$ cat src/rtl/axis_uart_tx_arbiter.sv
// axis_uart_tx_arbiter: packet-level round-robin arbiter sharing one AXI-Stream FIFO/UART TX path.
// Define ARB_CHAN_HDR_EN to prefix every granted packet with a one-word channel-ID header.
module axis_uart_tx_arbiter #(
  parameter  int unsigned NUM_SRC = 4,
  parameter  int unsigned WIDTH   = 8,
  localparam int unsigned ID_W    = $clog2(NUM_SRC)
) (
  input  logic                     clk,
  input  logic                     rst,
  input  logic [NUM_SRC*WIDTH-1:0] s_axis_data,
  input  logic [NUM_SRC-1:0]       s_axis_valid,
  input  logic [NUM_SRC-1:0]       s_axis_last,
  output logic [NUM_SRC-1:0]       s_axis_ready,
  output logic [WIDTH-1:0]         m_axis_data,
  output logic                     m_axis_valid,
  output logic                     m_axis_last,
  input  logic                     m_axis_ready,
  output logic [ID_W-1:0]          grant_id,
  output logic                     busy
);

  typedef enum logic [1:0] {
    ST_IDLE = 2'd0,
    ST_PASS = 2'd1
`ifdef ARB_CHAN_HDR_EN
    , ST_HDR = 2'd2
`endif
  } state_e;

`ifdef ARB_CHAN_HDR_EN
  localparam state_e ST_GRANTED = ST_HDR;
`else
  localparam state_e ST_GRANTED = ST_PASS;
`endif

  state_e            state_q, state_d;
  logic [ID_W-1:0]   grant_id_q, grant_id_d;
  logic [ID_W-1:0]   last_grant_q, last_grant_d;
  logic              busy_q, busy_d;

  logic [WIDTH-1:0]  src_data [NUM_SRC];
  logic              sel_valid;
  logic              sel_last;
  logic              pick_found;
  logic [ID_W-1:0]   pick_idx;

  for (genvar g = 0; g < NUM_SRC; g++) begin : g_unpack
    assign src_data[g] = s_axis_data[g*WIDTH +: WIDTH];
  end

  assign sel_valid = s_axis_valid[grant_id_q];
  assign sel_last  = s_axis_last[grant_id_q];

  // Round-robin search starting just after the most recent grant.
  always_comb begin
    logic [ID_W-1:0] cand;
    pick_found = 1'b0;
    pick_idx   = '0;
    cand       = '0;
    for (int unsigned k = 1; k <= NUM_SRC; k++) begin
      cand = ID_W'((32'(last_grant_q) + k) % NUM_SRC);
      if (!pick_found && s_axis_valid[cand]) begin
        pick_found = 1'b1;
        pick_idx   = cand;
      end
    end
  end

  // Next-state logic: a grant is held until the packet's last beat is accepted.
  always_comb begin
    state_d      = state_q;
    grant_id_d   = grant_id_q;
    last_grant_d = last_grant_q;
    busy_d       = busy_q;
    case (state_q)
      ST_IDLE: begin
        if (pick_found) begin
          grant_id_d   = pick_idx;
          last_grant_d = pick_idx;
          busy_d       = 1'b1;
          state_d      = ST_GRANTED;
        end
      end
`ifdef ARB_CHAN_HDR_EN
      ST_HDR: begin
        if (m_axis_ready) state_d = ST_PASS;
      end
`endif
      ST_PASS: begin
        if (sel_valid && m_axis_ready && sel_last) begin
          busy_d  = 1'b0;
          state_d = ST_IDLE;
        end
      end
      default: begin
        busy_d  = 1'b0;
        state_d = ST_IDLE;
      end
    endcase
  end

  // Zero-latency datapath: the granted source is muxed straight through.
  always_comb begin
    m_axis_valid = 1'b0;
    m_axis_last  = 1'b0;
    m_axis_data  = '0;
    s_axis_ready = '0;
    case (state_q)
      ST_PASS: begin
        m_axis_valid             = sel_valid;
        m_axis_last              = sel_last;
        m_axis_data              = src_data[grant_id_q];
        s_axis_ready[grant_id_q] = m_axis_ready;
      end
`ifdef ARB_CHAN_HDR_EN
      ST_HDR: begin
        m_axis_valid = 1'b1;
        m_axis_data  = WIDTH'(grant_id_q);
      end
`endif
      default: ;
    endcase
  end

  always_ff @(posedge clk or negedge rst) begin
    if (!rst) begin
      state_q      <= ST_IDLE;
      grant_id_q   <= '0;
      last_grant_q <= ID_W'(NUM_SRC - 1);
      busy_q       <= 1'b0;
    end else begin
      state_q      <= state_d;
      grant_id_q   <= grant_id_d;
      last_grant_q <= last_grant_d;
      busy_q       <= busy_d;
    end
  end

  assign grant_id = grant_id_q;
  assign busy     = busy_q;

endmodule

$ cat config.mk
export PLATFORM = sky130hd
export DESIGN_NAME = axis_uart_tx_arbiter
export DESIGN_NICKNAME = d
export VERILOG_FILES = /design/src/rtl/axis_uart_tx_arbiter.sv
export SDC_FILE = /design/constraint.sdc
export NUM_CORES = 1
export LEC_CHECK = 0
export ABC_AREA = 1
export CELL_PAD_IN_SITES_DETAIL_PLACEMENT = 0
export CELL_PAD_IN_SITES_GLOBAL_PLACEMENT = 1
export CORE_UTILIZATION = 23
export CTS_CLUSTER_DIAMETER = 50
export DETAILED_ROUTE_END_ITERATION = 6
export PLACE_DENSITY = 0.78
export SETUP_SLACK_MARGIN = 0.02
export SYNTH_ARGS = -nofsm -noshare
export SYNTH_HDL_FRONTEND = slang
export SYNTH_SLANG_ARGS = --single-unit
$ cat constraint.sdc
create_clock -name clk -period 1.6 [get_ports clk]
set_input_delay 0.16 -clock clk [delete_from_list [all_inputs] [get_ports clk]]
set_output_delay 0.16 -clock clk [all_outputs]
set_load 0.01 [all_outputs]
==> results of run 1 <==
==> layout by cell type (no fill, tap or decap), types with 4 or more instances in the layout <==
cell type / synthesis / final
buf_6: 2 / 8
nand2_2: 4 / 5
nand2_1: 36 / 32
clkdlybuf4s50_1: 0 / 43
inv_1: 10 / 9
clkbuf_2: 0 / 4
a31oi_1: 8 / 8
nand3_1: 21 / 18
buf_4: 0 / 23
inv_2: 5 / 4
a22oi_2: 0 / 5
nand2_4: 12 / 15
nand3_2: 4 / 6
nor2_1: 6 / 6
buf_2: 3 / 10
==> routing by layer <==
metal | track usage, % | vias to the layer above | wire [um]
met4 | 1.63 | 0 | 0
met2 | 28.5 | 46 | 1790
met3 | 3.82 | 0 | 268
met1 | 20.3 | 587 | 1510
met5 | 0 | - | 0
li1 | - | 662 | -
==> final timing paths <==
path                                    to  slack, ns
max                            grant_id[1]     0.0007
min                                   busy       0.18
max reg2reg                    grant_id[1]     0.0007
min reg2reg                last_grant_q[0]       0.64
max in group asynchronous  last_grant_q[0]       1.16
min in group clk                      busy       0.59
==> worst reg2reg max path, delay by kind of cell (launching register included) <==
family / cells / cell delay, ns
buf+inv: 3 / 0.24
simple gates: 9 / 0.72
flops: 1 / 0.52
==> registers in the layout, summed over array words and instances, names as in the netlist <==
register / cells
busy: 1
grant_id: 2
last_grant_q: 2
==> cell families after synthesis <==
family          synth area share [%]
simple gates                    55.5
compound gates                  18.3
flops                           13.7
buf+inv                         12.4
==> final cells by class <==
| cell class | instances | area [um^2] | area share [%] |
|---|---|---|---|
| multi-input combinational | 113 | 774 | 41.1 |
| timing repair buffer | 91 | 790 | 41.9 |
| inverter | 17 | 81.3 | 4.31 |
| timing repair inverter | 1 | 6.26 | 0.332 |
| tap | 48 | 60.1 | 3.19 |
| clock buffer | 4 | 45.0 | 2.39 |
| sequential | 5 | 129 | 6.83 |
==> stage by stage <==
stage | power, mW | instance area, um^2 | cells
finish | 3.27 | 1890 | 279
global route | 3.56 | 1890 | 279
CTS | 2.97 | 1760 | 273
detailed placement | 2.77 | 1700 | 264
global placement | 2.74 | 1700 | 264
floorplan | 1.76 | 928 | 141
==> repair_timing <==
action | 4_1_cts | 5_1_grt
gates cloned | 0 | 1
setup endpoints to repair | 19 | 14
buffers inserted | 5 | 5
resized for setup | 41 | 44
pin swaps | 1 | 11
==> power by group through the flow <==
stage	registers, mW	clock network [mW]	logic [mW]
floorplan	0.259	0	1.50
global placement	0.315	0	2.42
detailed placement	0.318	0	2.45
CTS	0.266	0.237	2.46
global route	0.295	0.248	3.01
finish	0.284	0.229	2.76
==> summary.md, run 1 <==
| Metric | Value |
|---|---|
| Lkg Pwr | `0.883 nW` |
| Vias per Instance | `4.64` |
| DRC | `0` |
| Rel. slew slack | `68.8%` |
| Top-level port count | `60` |
| ANT cells | `0` |
| CTS root buffer | `clkbuf_8` |
| P per Cell Area | `1730 nW/um^2` |
| Crit-path most repeated cell | `nand2_4` |
| F_max | `0.625 GHz` |
| Crit share post-route | `100%` |
| Max Slew Vio Count | `0` |
| Top delay family on crit path | `simple AND/OR/NAND/NOR gates` |
| Initial core utilization | `24.6%` |
| Clk_skew | `0.000426 ns` |
| Via count | `1295` |
| Hpwl dp | `2.65 mm` |
| Initial antenna violation count | `0` |
| Post-DRT Antenna Nets | `0` |
| RePlAce Congestion | `0.770` |
| Final setup vio count | `0` |
| Layout area overhead | `103%` |
| CP bufs+invs | `3` |
| Startpoint Class | `flip-flop` |
| Layout cells sized above 1 | `42.0%` |
| Util after Layout | `50.0%` |
| Row count | `22` |
| Sequential area share after synthesis | `13.7%` |
| Global route overflow | `0` |
| Gr usage total | `16.1%` |
| Top cell type's share of synthesized area | `14.6%` |
| Clock latency on the worst-skew pair | `0.22 ns` |
| CTS tree | `yes` |
| Slowest cell on crit path | `dfstp_2` |
| VDD IR max | `912 uV` |
| Die Wd | `65.5 um` |
| Critical path launch point | `last_grant_q[0]` |
| Wire length per cell | `12.8 um` |
| Hold-fix buffers, CTS | `0` |
| Synth top area cells | `nand2_1 15%, nand2_4 15%, nand3_1 11%` |
| Fill cells | `375` |
| Outcome | `completed` |
| RSZ-0062 raised after global routing | `true` |
| CTS buffer count | `3` |
| CORE AREA | `3770 um^2` |
| Fin crit period | `1.60 ns` |
| Htree depth | `1` |
| Internal | `1.63 mW` |
| Type of the worst setup path | `flip-flop to flip-flop` |
| Reg-to-Reg Start | `last_grant_q[0]` |
| CTS clk-pin slew, worst paths | `0.03 ns` |
| Distinct cells, synth | `27` |
| Die area | `4290 um^2` |
| Kind of end point of the critical path | `flip-flop` |
| Synth area leader | `nand2_1` |
| Largest net degree at the start of global routing | `13` |
| Yosys reg bits | `5` |
| Die Height | `65.5 um` |
| P_sw | `1.64 mW` |
| Dominant synthesized flop cell | `dfrtp_1` |
| Setup tns final | `0 ns` |
| Flop pwr share | `8.7%` |
| Ys Warns | `0` |
| Fin. Hold Viols | `0` |
| Routed WL | `3.56 mm` |
| Synth Cell Area | `928 um^2` |
| Post-synth EDFFs | `0` |
| Reg2Reg Depth | `12` |
| Post-Place Worst Slack | `-0.129 ns` |
| Clock Sinks | `5` |
| I/O Buffers | `59` |
| Max Cap Viol | `0` |
| DRT Pass-1 Iters | `4` |
| Slowest stage delay, CP | `0.52 ns` |
| Max Buffers Root-to-Sink | `2` |
| CP Cell Sequence | `buf_6, inv_8, nand2_4, nand2_4, nand2_4, nand2_4, nor2_8, nand3_4, nand2_4, inv_4, nand2_4, nand2_1` |
| Critical path depth | `12` |
| Hold WS | `0.176 ns` |
| Syn_area_per_cell | `6.58 um^2` |
| Starting DRT DRC Count | `61` |
| Post-Syn Nets | `184` |
| Sw Share | `50.1%` |
| First-pass GRT wire length | `5.49 mm` |
| Post-layout net count | `275` |
| Synthesized netlist cell count | `141` |
| Pin slew with the least headroom to its limit | `0.468 ns` |
| Part of the power in the clock network | `7.0%` |
| Number of global-route vias before repair | `1173` |
| Most frequent cell after synthesis | `nand2_1` |
| Async S/R FF share, synth | `100%` |
| HP Class | `primary input to asynchronous set/reset pin` |
| Setup ws final | `0.000735 ns` |
| Comb power frac | `84.3%` |
| Crit-path max FO | `8` |
| Data arrival time of the worst path | `1.70 ns` |
| Commonest cells in the netlist | `36 x nand2_1, 21 x nand3_1, 12 x nand2_4` |
| WP data required | `1.71 ns` |
Power figures use the tool's default switching activity.
==> run 2: changes to the inputs <==
SLEW_MARGIN = 20   (was default)
==> results of run 2 <==
Same layout as run 1: the final DEF is identical, and so are final timing and power.
==> run 3: changes to the inputs <==
MAX_ROUTING_LAYER = met4   (was default)
SETUP_SLACK_MARGIN = default   (was 0.02)
==> summary.md, run 3 (synthesis gave the netlist of run 1 again) <==
| Metric | Value |
|---|---|
| Routed WL | `3.51 mm (was 3.56 mm)` |
| Largest net degree at the start of global routing | `13 (unchanged)` |
| Commonest non-fill, non-tap cell in the layout | `clkdlybuf4s50_1 (unchanged)` |
| RePlAce Congestion | `0.780 (was 0.770)` |
| Outcome | `completed (unchanged)` |
| Die Height | `65.5 um (unchanged)` |
| HP Class | `primary input to asynchronous set/reset pin (unchanged)` |
| Starting DRT DRC Count | `69 (was 61)` |
| CTS tree | `yes (unchanged)` |
| Die area | `4290 um^2 (unchanged)` |
| RSZ-0062 raised after global routing | `true (unchanged)` |
| Data arrival time of the worst path | `1.43 ns (was 1.70 ns)` |
| CTS clk-pin slew, worst paths | `0.04 ns (was 0.03 ns)` |
| Top-level port count | `60 (unchanged)` |
| Initial antenna violation count | `0 (unchanged)` |
| Reg2Reg Depth | `12 (unchanged)` |
| F_max | `0.628 GHz (was 0.625 GHz)` |
| I/O Buffers | `59 (unchanged)` |
| Max Buffers Root-to-Sink | `2 (unchanged)` |
| Vias per Instance | `4.71 (was 4.64)` |
| CTS buffer count | `3 (unchanged)` |
| ANT cells | `0 (unchanged)` |
| Max Slew Vio Count | `0 (unchanged)` |
| Row count | `22 (unchanged)` |
| Gr usage total | `16.6% (was 16.1%)` |
| Hold-fix buffers, CTS | `0 (unchanged)` |
| Rel. slew slack | `67.5% (was 68.8%)` |
| P per Cell Area | `1710 nW/um^2 (was 1730 nW/um^2)` |
| Crit share post-route | `99.5% (was 100%)` |
| Initial core utilization | `24.6% (unchanged)` |
| Crit-path max FO | `4 (was 8)` |
| R2r setup slk | `0.03 ns (was 0.0007 ns)` |
| Post-DRT Antenna Nets | `0 (unchanged)` |
| Type of the worst setup path | `flip-flop to output port (was flip-flop to flip-flop)` |
| Post-layout net count | `273 (was 275)` |
| Fin. Hold Viols | `0 (unchanged)` |
| CORE AREA | `3770 um^2 (unchanged)` |
| Kind of end point of the critical path | `output port (was flip-flop)` |
| Final setup vio count | `0 (unchanged)` |
| First-pass GRT wire length | `5.47 mm (was 5.49 mm)` |
| CTS root buffer | `clkbuf_8 (unchanged)` |
| Global route overflow | `0 (unchanged)` |
| Commonest non-fill, non-tap cells in the layout | `43 x clkdlybuf4s50_1, 34 x nand2_1, 26 x buf_4, 21 x nand3_1, 14 x nand2_4 (was 43 x clkdlybuf4s50_1, 32 x nand2_1, 23 x buf_4, 18 x nand3_1, 15 x nand2_4)` |
| Clk_skew | `0.000817 ns (was 0.000426 ns)` |
| Wire length per cell | `12.7 um (was 12.8 um)` |
| Htree depth | `1 (unchanged)` |
| Pin slew with the least headroom to its limit | `0.487 ns (was 0.468 ns)` |
| RR Endpoint | `grant_id[1] (unchanged)` |
| DRC | `0 (unchanged)` |
| Die Wd | `65.5 um (unchanged)` |
| Clock latency on the worst-skew pair | `0.22 ns (about the same)` |
| Fin crit period | `1.59 ns (was 1.60 ns)` |
| Setup tns final | `0 ns (unchanged)` |
| Reg-to-Reg Start | `last_grant_q[0] (unchanged)` |
| Via count | `1306 (was 1295)` |
| Startpoint Class | `flip-flop (unchanged)` |
| WP data required | `1.44 ns (was 1.71 ns)` |
| Number of global-route vias before repair | `1172 (was 1173)` |
| Max Cap Viol | `0 (unchanged)` |
| Layout cells sized above 1 | `38.4% (was 42.0%)` |
| Clock Sinks | `5 (unchanged)` |
| Total power | `3.15 mW (was 3.27 mW)` |
| Layout area overhead | `98.2% (was 103%)` |
| Hpwl dp | `2.65 mm (unchanged)` |
| Lkg Pwr | `0.863 nW (was 0.883 nW)` |
| VDD IR max | `894 uV (was 912 uV)` |
| DRT Pass-1 Iters | `4 (unchanged)` |
## run 3: cell types whose count changed in the layout (fill, tap and decap cells not counted), moves of 2 or more
cell     change
buf_2        -2
buf_4        +3
buf_6        -4
nand2_1      +2
nand3_1      +3
nand3_2      -3
## run 3: how the worst max path moves through the flow
stage / startpoint / endpoint / slack (ns) / depth (start not counted)
global placement: s_axis_valid[1] / m_axis_valid / -0.11 / 6
floorplan: last_grant_q[0] / grant_id[1] / 0.14 / 12
detailed placement: s_axis_valid[1] / m_axis_valid / -0.13 / 6
global route: last_grant_q[0] / grant_id[1] / -0.07 / 12
CTS: grant_id[0] / m_axis_data[6] / -0.02 / 5
finish: grant_id[1] / m_axis_valid / 0.008 / 8
## run 3: cell type report
| type | instances | area (um^2) |
|---|---|---|
| fillers | 384 | 1930 |
| repair buffers | 90 | 776 |
| multi-input cells | 113 | 749 |
| flip-flops and latches | 5 | 129 |
| inverters | 17 | 81.3 |
| well taps | 48 | 60.1 |
| clock buffers | 4 | 45.0 |
## run 3: report_power, final
part / internal [mW] / switching (mW)
clock: 0.171 / 0.0602
sequential: 0.201 / 0.0679
combinational: 1.20 / 1.45
## run 3: worst max-delay path, stage by stage, from the launching register on
cell and delay [ns]:
dfrtp_1 0.39, buf_4 0.15, nor2_2 0.10, buf_4 0.14, inv_2 0.04, o22ai_1 0.09, nor2_1 0.07, nor2_1 0.08
buf_2 0.14
## run 3: layer usage
| layer | track usage [%] | vias to the layer above | wire [um] |
|---|---|---|---|
| li1 | - | 658 | - |
| met1 | 20.3 | 590 | 1570 |
| met2 | 28.6 | 56 | 1670 |
| met3 | 3.65 | 2 | 260 |
| met4 | 1.63 | 0 | 4 |
| met5 | - | - | 0 |
## run 3: timing repair
item,4_1_cts,5_1_grt
pin swaps,0,1
gates cloned,0,0
resized for setup,39,29
setup endpoints to repair,18,12
setup buffers,5,4
## run 3: through the flow
step | hold WS [ns] | utilization (%) | setup WS [ns] | cells | cell area (um^2)
floorplan | -0.136 | - | 0.140 | 141 | 928
CTS | 0.181 | 46.8 | -0.0154 | 273 | 1770
global placement | 0.402 | 45.2 | -0.108 | 264 | 1700
detailed placement | 0.411 | 45.2 | -0.129 | 264 | 1700
finish | 0.173 | 48.8 | 0.00845 | 277 | 1840
global route | 0.186 | 48.8 | -0.0667 | 277 | 1840
